**src/rtl/switch_state_decoder.sv**
```systemverilog
// rtl/switch_state_decoder.sv - switch status receive decoder: stability filter, toggle counter, error flags
// Optional build macro SWITCH_DEC_GLITCH_CNT_EN adds the glitch_cnt output.
module switch_state_decoder #(
  parameter int STABLE_CYCLES = 2,
  parameter int CNT_W         = 8
) (
  input  logic             clk,
  input  logic             rst,
  input  logic [1:0]       code_in,
  input  logic [2:0]       num_in,
  input  logic             err_clr,
  output logic [1:0]       state_out,
  output logic             state_valid,
  output logic             toggle,
  output logic [CNT_W-1:0] toggle_cnt,
  output logic             err_illegal,
  output logic             err_mismatch
`ifdef SWITCH_DEC_GLITCH_CNT_EN
  ,
  output logic [CNT_W-1:0] glitch_cnt
`endif
);

  localparam int              RUN_W   = $clog2(STABLE_CYCLES + 1);
  localparam logic [RUN_W-1:0] RUN_MAX = RUN_W'(STABLE_CYCLES);

  localparam logic [1:0] ST_UNK  = 2'b00;
  localparam logic [1:0] ST_ON   = 2'b01;
  localparam logic [1:0] ST_OFF  = 2'b10;
  localparam logic [1:0] ST_IDLE = 2'b11;

  localparam logic [1:0] CODE_IDLE = 2'h0;
  localparam logic [1:0] CODE_ON   = 2'h1;
  localparam logic [1:0] CODE_BAD  = 2'h2;
  localparam logic [1:0] CODE_OFF  = 2'h3;

  localparam logic [2:0] NUM_IDLE = 3'h0;
  localparam logic [2:0] NUM_ON   = 3'h2;
  localparam logic [2:0] NUM_OFF  = 3'h4;

  logic [1:0]       code_q;
  logic [1:0]       cand;
  logic [RUN_W-1:0] run;
  logic             arm;
  logic [1:0]       state;

  logic             code_legal;
  logic [RUN_W-1:0] next_run;
  logic [1:0]       dec_state;
  logic [2:0]       exp_num;
  logic             commit;
  logic             is_toggle;
  logic             mismatch_set;

  assign code_legal = (code_q != CODE_BAD);

  always_comb begin
    next_run = RUN_W'(1);
    if (code_q == cand)
      next_run = (run >= RUN_MAX) ? RUN_MAX : run + RUN_W'(1);
  end

  always_comb begin
    dec_state = ST_IDLE;
    exp_num   = NUM_IDLE;
    case (code_q)
      CODE_ON:  begin dec_state = ST_ON;  exp_num = NUM_ON;  end
      CODE_OFF: begin dec_state = ST_OFF; exp_num = NUM_OFF; end
      CODE_IDLE: begin dec_state = ST_IDLE; exp_num = NUM_IDLE; end
      default:  begin dec_state = state;  exp_num = num_in;  end
    endcase
  end

  assign commit    = code_legal && (next_run == RUN_MAX) && (dec_state != state);
  // Only ON<->OFF counts as a toggle; leaving UNK or passing through IDLE does not.
  assign is_toggle = commit && (((state == ST_ON)  && (dec_state == ST_OFF)) ||
                                ((state == ST_OFF) && (dec_state == ST_ON)));
  // num_in lags code_in by one cycle, so it lines up with code_q.
  assign mismatch_set = arm && code_legal && (num_in != exp_num);

  always_ff @(posedge clk or negedge rst) begin
    if (!rst) begin
      code_q <= CODE_IDLE;
      cand   <= CODE_IDLE;
      run    <= '0;
      arm    <= 1'b0;
    end else begin
      code_q <= code_in;
      arm    <= 1'b1;
      if (code_legal) begin
        cand <= code_q;
        run  <= next_run;
      end else begin
        run  <= '0;
      end
    end
  end

  always_ff @(posedge clk or negedge rst) begin
    if (!rst) begin
      state      <= ST_UNK;
      toggle     <= 1'b0;
      toggle_cnt <= '0;
    end else begin
      toggle <= is_toggle;
      if (commit)
        state <= dec_state;
      if (is_toggle && (toggle_cnt != {CNT_W{1'b1}}))
        toggle_cnt <= toggle_cnt + CNT_W'(1);
    end
  end

  always_ff @(posedge clk or negedge rst) begin
    if (!rst) begin
      err_illegal  <= 1'b0;
      err_mismatch <= 1'b0;
    end else begin
      err_illegal  <= !code_legal   || (err_illegal  && !err_clr);
      err_mismatch <= mismatch_set  || (err_mismatch && !err_clr);
    end
  end

`ifdef SWITCH_DEC_GLITCH_CNT_EN
  logic glitch_set;
  assign glitch_set = code_legal && (code_q != cand) && (run != '0) && (run < RUN_MAX);

  always_ff @(posedge clk or negedge rst) begin
    if (!rst) begin
      glitch_cnt <= '0;
    end else if (glitch_set) begin
      if (glitch_cnt != {CNT_W{1'b1}})
        glitch_cnt <= glitch_cnt + CNT_W'(1);
    end else if (err_clr) begin
      glitch_cnt <= '0;
    end
  end
`endif

  assign state_out   = state;
  assign state_valid = (state != ST_UNK);

endmodule

```
**config.mk**
```make
export PLATFORM = sky130hd
export DESIGN_NAME = switch_state_decoder
export DESIGN_NICKNAME = d
export VERILOG_FILES = /design/src/rtl/switch_state_decoder.sv
export SDC_FILE = /design/constraint.sdc
export NUM_CORES = 1
export LEC_CHECK = 0
export ABC_CLOCK_PERIOD_IN_PS = 4100
export CAP_MARGIN = 0
export CORE_MARGIN = 5
export CORE_UTILIZATION = 50
export DETAILED_ROUTE_END_ITERATION = 10
export PLACE_DENSITY = 0.79
export SYNTH_ARGS = -nofsm -noshare
export SYNTH_HDL_FRONTEND = slang
export SYNTH_SLANG_ARGS = --single-unit
```
**constraint.sdc**
```tcl
create_clock -name clk -period 4.1 [get_ports clk]
set_input_delay 0.615 -clock clk [delete_from_list [all_inputs] [get_ports clk]]
set_output_delay 0.615 -clock clk [all_outputs]
set_load 0.005 [all_outputs]
```
==> out/metrics.cfg <==
[logic_synthesis]
yosysWarningCount = 0
post-synth-top-area-cell = sky130_fd_sc_hd__dfrtp_1
number_of_different_library_cells_in_the_post_synthesis_netlist = 32
synth_seq_area_share = 0.483
yosysTopAreaCellShare = 0.483
post-synth-top-count-cell = sky130_fd_sc_hd__dfrtp_1
mappedNetlistNets = 103
syn-cell-area_sq_mm = 0.00104
synth.top_cells.by_count = 20 x sky130_fd_sc_hd__dfrtp_1, 10 x sky130_fd_sc_hd__xor2_1, 7 x sky130_fd_sc_hd__nor2_1, 6 x sky130_fd_sc_hd__ha_1, 6 x sky130_fd_sc_hd__nand2_1
yosys_register_bits = 20
synth_edf_count = 0
synth_area_per_cell_sq_um = 11.7
postSynth.asyncResetShare = 1.00
postSynthCellCount = 89
yosys-top-cells-area = sky130_fd_sc_hd__dfrtp_1 48%, sky130_fd_sc_hd__xor2_1 8.4%, sky130_fd_sc_hd__ha_1 7.2%, sky130_fd_sc_hd__nor2_1 2.5%, sky130_fd_sc_hd__nor4_2 2.4%
ys.flop_type = sky130_fd_sc_hd__dfrtp_1

[finish]
post_layout_nets = 127
area_used_by_multi_input_combinational_logic_sq_um = 499
fraction_of_final_layout_cells_sized_beyond_drive_strength_1 = 0.0991
footprint_of_the_flip_flops_and_latches_sq_um = 500
flow.area_growth_from_synthesis_pct = 23.5
insertedDiodeCount = 0
num-fill-cells = 167

[die]
core_area_sq_mm = 0.00196
design.portCount = 22
rows = 16
die_x_microns = 55.5
initial_core_util = 0.529
die_area_sq_mm = 0.00309
die_height_microns = 55.5

[clock_tree]
tritoncts = yes
clk_tree_root_cell = sky130_fd_sc_hd__clkbuf_4
clock_tree.htree_level_count = 1
cts_post_setup_buffers_inserted = 0
cts_max_path_buffers = 2
clkLatencyLatePin_ps = 290
tritoncts.num_buffers = 3
postCtsHoldBufs = 0
clkSinkCount = 20
ctsResizeCount = 0
path_clk_slew_ps = 100

[setup_path]
cpLargestDelayFamily = simple AND/OR/NAND/NOR gates
slowest_delay_ps = 670
ff2ff_path_depth = 5
critPathSlowestCell = sky130_fd_sc_hd__or4_4
timing.rr.start = code_q[0]
crit_arrival_ps = 2460
crit_path_cell_trace = inv_1, ha_1, or4_4, nor3_2, mux2_1
r2r_setup_slack_ps = 1830
timing.critical_path.depth = 5
data_required_time_of_the_critical_path_ps = 4290
critical_path.endpoint_type = flip-flop
worst_setup_path_startpoint = code_q[0]
crit_path_max_fanout = 11
crit-reg2reg-capture = toggle_cnt[1]
timing.setup.critical_path_class = reg2reg
cp-endpoint = toggle_cnt[1]
worstSetupStartpointType = flip-flop
crit_buf_inv = 1

[detailed_routing]
routed_wire_length_per_instance_microns = 13.0
initial_drc_count = 6
drt-pass1-iter-count = 3
detail-route-antenna-nets = 0
via_count = 720
post_detailed_route_drc_marker_count = 0
detail_route.wirelength_microns = 1790
via_per_inst = 5.22

[timing]
holdWs_ps = 506
timing.slew.headroom = 0.415
achievable-frequency_mhz = 441
setup-violations-final = 0
setup-tns-final_ps = 0
timing_worst_slew_pin_value_ps = 874
maxSlewViolCount = 0
period_minus_slack_ps = 2270
timing.clock.skew_ps = 2.01
final_cycle_utilization_of_the_critical_path = 0.554
rsz0062_at_grt = false
finalHoldViolations = 0

[power]
total_leakage_power_uw = 0.000593
peakVddDrop_mv = 0.247
power-per-cell-area_mw_per_mm2 = 346
comb_power_share = 0.256
pwr-share-clk = 0.204
swShare = 0.283
internal_power_uw = 318
power.share.sequential = 0.540
power_spent_charging_and_discharging_nets_uw = 125

[place]
gp_congestion = 0.767
dpl.hpwl_microns = 1400
port_buffers = 21

[hold_path]
timing.hold.worst.class = reg2reg

[global_routing]
grt_pass1_wl_microns = 3280
grt_start_max_net_pins = 21
globalRouteOverflowTotal = 0
antenna_found_initial = 0
grt_pass1_vias = 769
globalRouteTotalUtil = 0.130

[run_status]
status = completed

[run]
maxCapViolations = 0

metrics by stage:
stage                     setup slack, ps  instance area (sq um)  power (uW)  instances  utilization
after floorplan                      1900                   1040         298         89            -
after global routing                 1700                   1280         470        138        0.653
after global placement               1900                   1260         354        135        0.642
final                                1830                   1280         443        138        0.653
after detailed placement             1830                   1260         359        135        0.642
after CTS                            1820                   1280         450        138        0.653
logic make-up after synthesis:
kind of cell	count (synthesis)	share of synthesized area
other cells	1	0.00362
compound gates	10	0.0772
flops	20	0.483
simple gates	34	0.222
buf+inv	6	0.0362
mux	2	0.0217
fa+ha+maj	6	0.0724
xor+xnor	10	0.0844
registers in the layout, summed over array words and instances (netlist names):
name and cells:
toggle_cnt 8, state_out 2, cand 2, err_mismatch 1, code_q 2, err_illegal 1, toggle 1, arm 1
run 2
power groups by stage:
| stage | sequential (uW) | clock [uW] | combinational (uW) |
|---|---|---|---|
| after floorplan | 240 | 0 | 57.5 |
| after global placement | 242 | 0 | 112 |
| after detailed placement | 243 | 0 | 116 |
| after CTS | 239 | 94.5 | 116 |
| after global routing | 243 | 99.2 | 128 |
| final | 239 | 90.2 | 114 |
per-layer routing:
metal	track usage	wire length, microns	vias up
li1	-	-	353
met1	0.166	849	348
met2	0.199	837	17
met3	0.0373	96	2
met4	0.0625	7	0
met5	0	0	-
cells in the final DEF (no fill, tap or decap), types with 2 or more instances in the layout:
| cell type | count |
|---|---|
| sky130_fd_sc_hd__clkdlybuf4s50_1 | 21 |
| sky130_fd_sc_hd__nand3_1 | 2 |
| sky130_fd_sc_hd__nor4_2 | 2 |
| sky130_fd_sc_hd__inv_1 | 4 |
| sky130_fd_sc_hd__nor3_1 | 3 |
| sky130_fd_sc_hd__ha_1 | 6 |
| sky130_fd_sc_hd__o21ai_0 | 3 |
| sky130_fd_sc_hd__xor2_1 | 10 |
| sky130_fd_sc_hd__nor2_1 | 7 |
| sky130_fd_sc_hd__mux2_1 | 2 |
| sky130_fd_sc_hd__clkbuf_4 | 3 |
| sky130_fd_sc_hd__nand2b_1 | 3 |
| sky130_fd_sc_hd__nand2_1 | 6 |
| sky130_fd_sc_hd__dfrtp_1 | 20 |
area by class of cell:
class / instances / share of cell area
flip-flops and latches: 20 / 0.391
multi-input cells: 63 / 0.390
repair buffers: 21 / 0.164
inverters: 4 / 0.0117
clock buffers: 3 / 0.0176
well taps: 27 / 0.0264
how the worst min path moves through the flow:
stage	start	end	cells past startpoint
after floorplan	rst	arm	0
after global placement	err_mismatch	err_mismatch	1
after detailed placement	err_illegal	err_illegal	1
after CTS	err_illegal	err_illegal	1
after global routing	err_illegal	err_illegal	1
final	err_illegal	err_illegal	1
(Power assumes the default switching activity.)
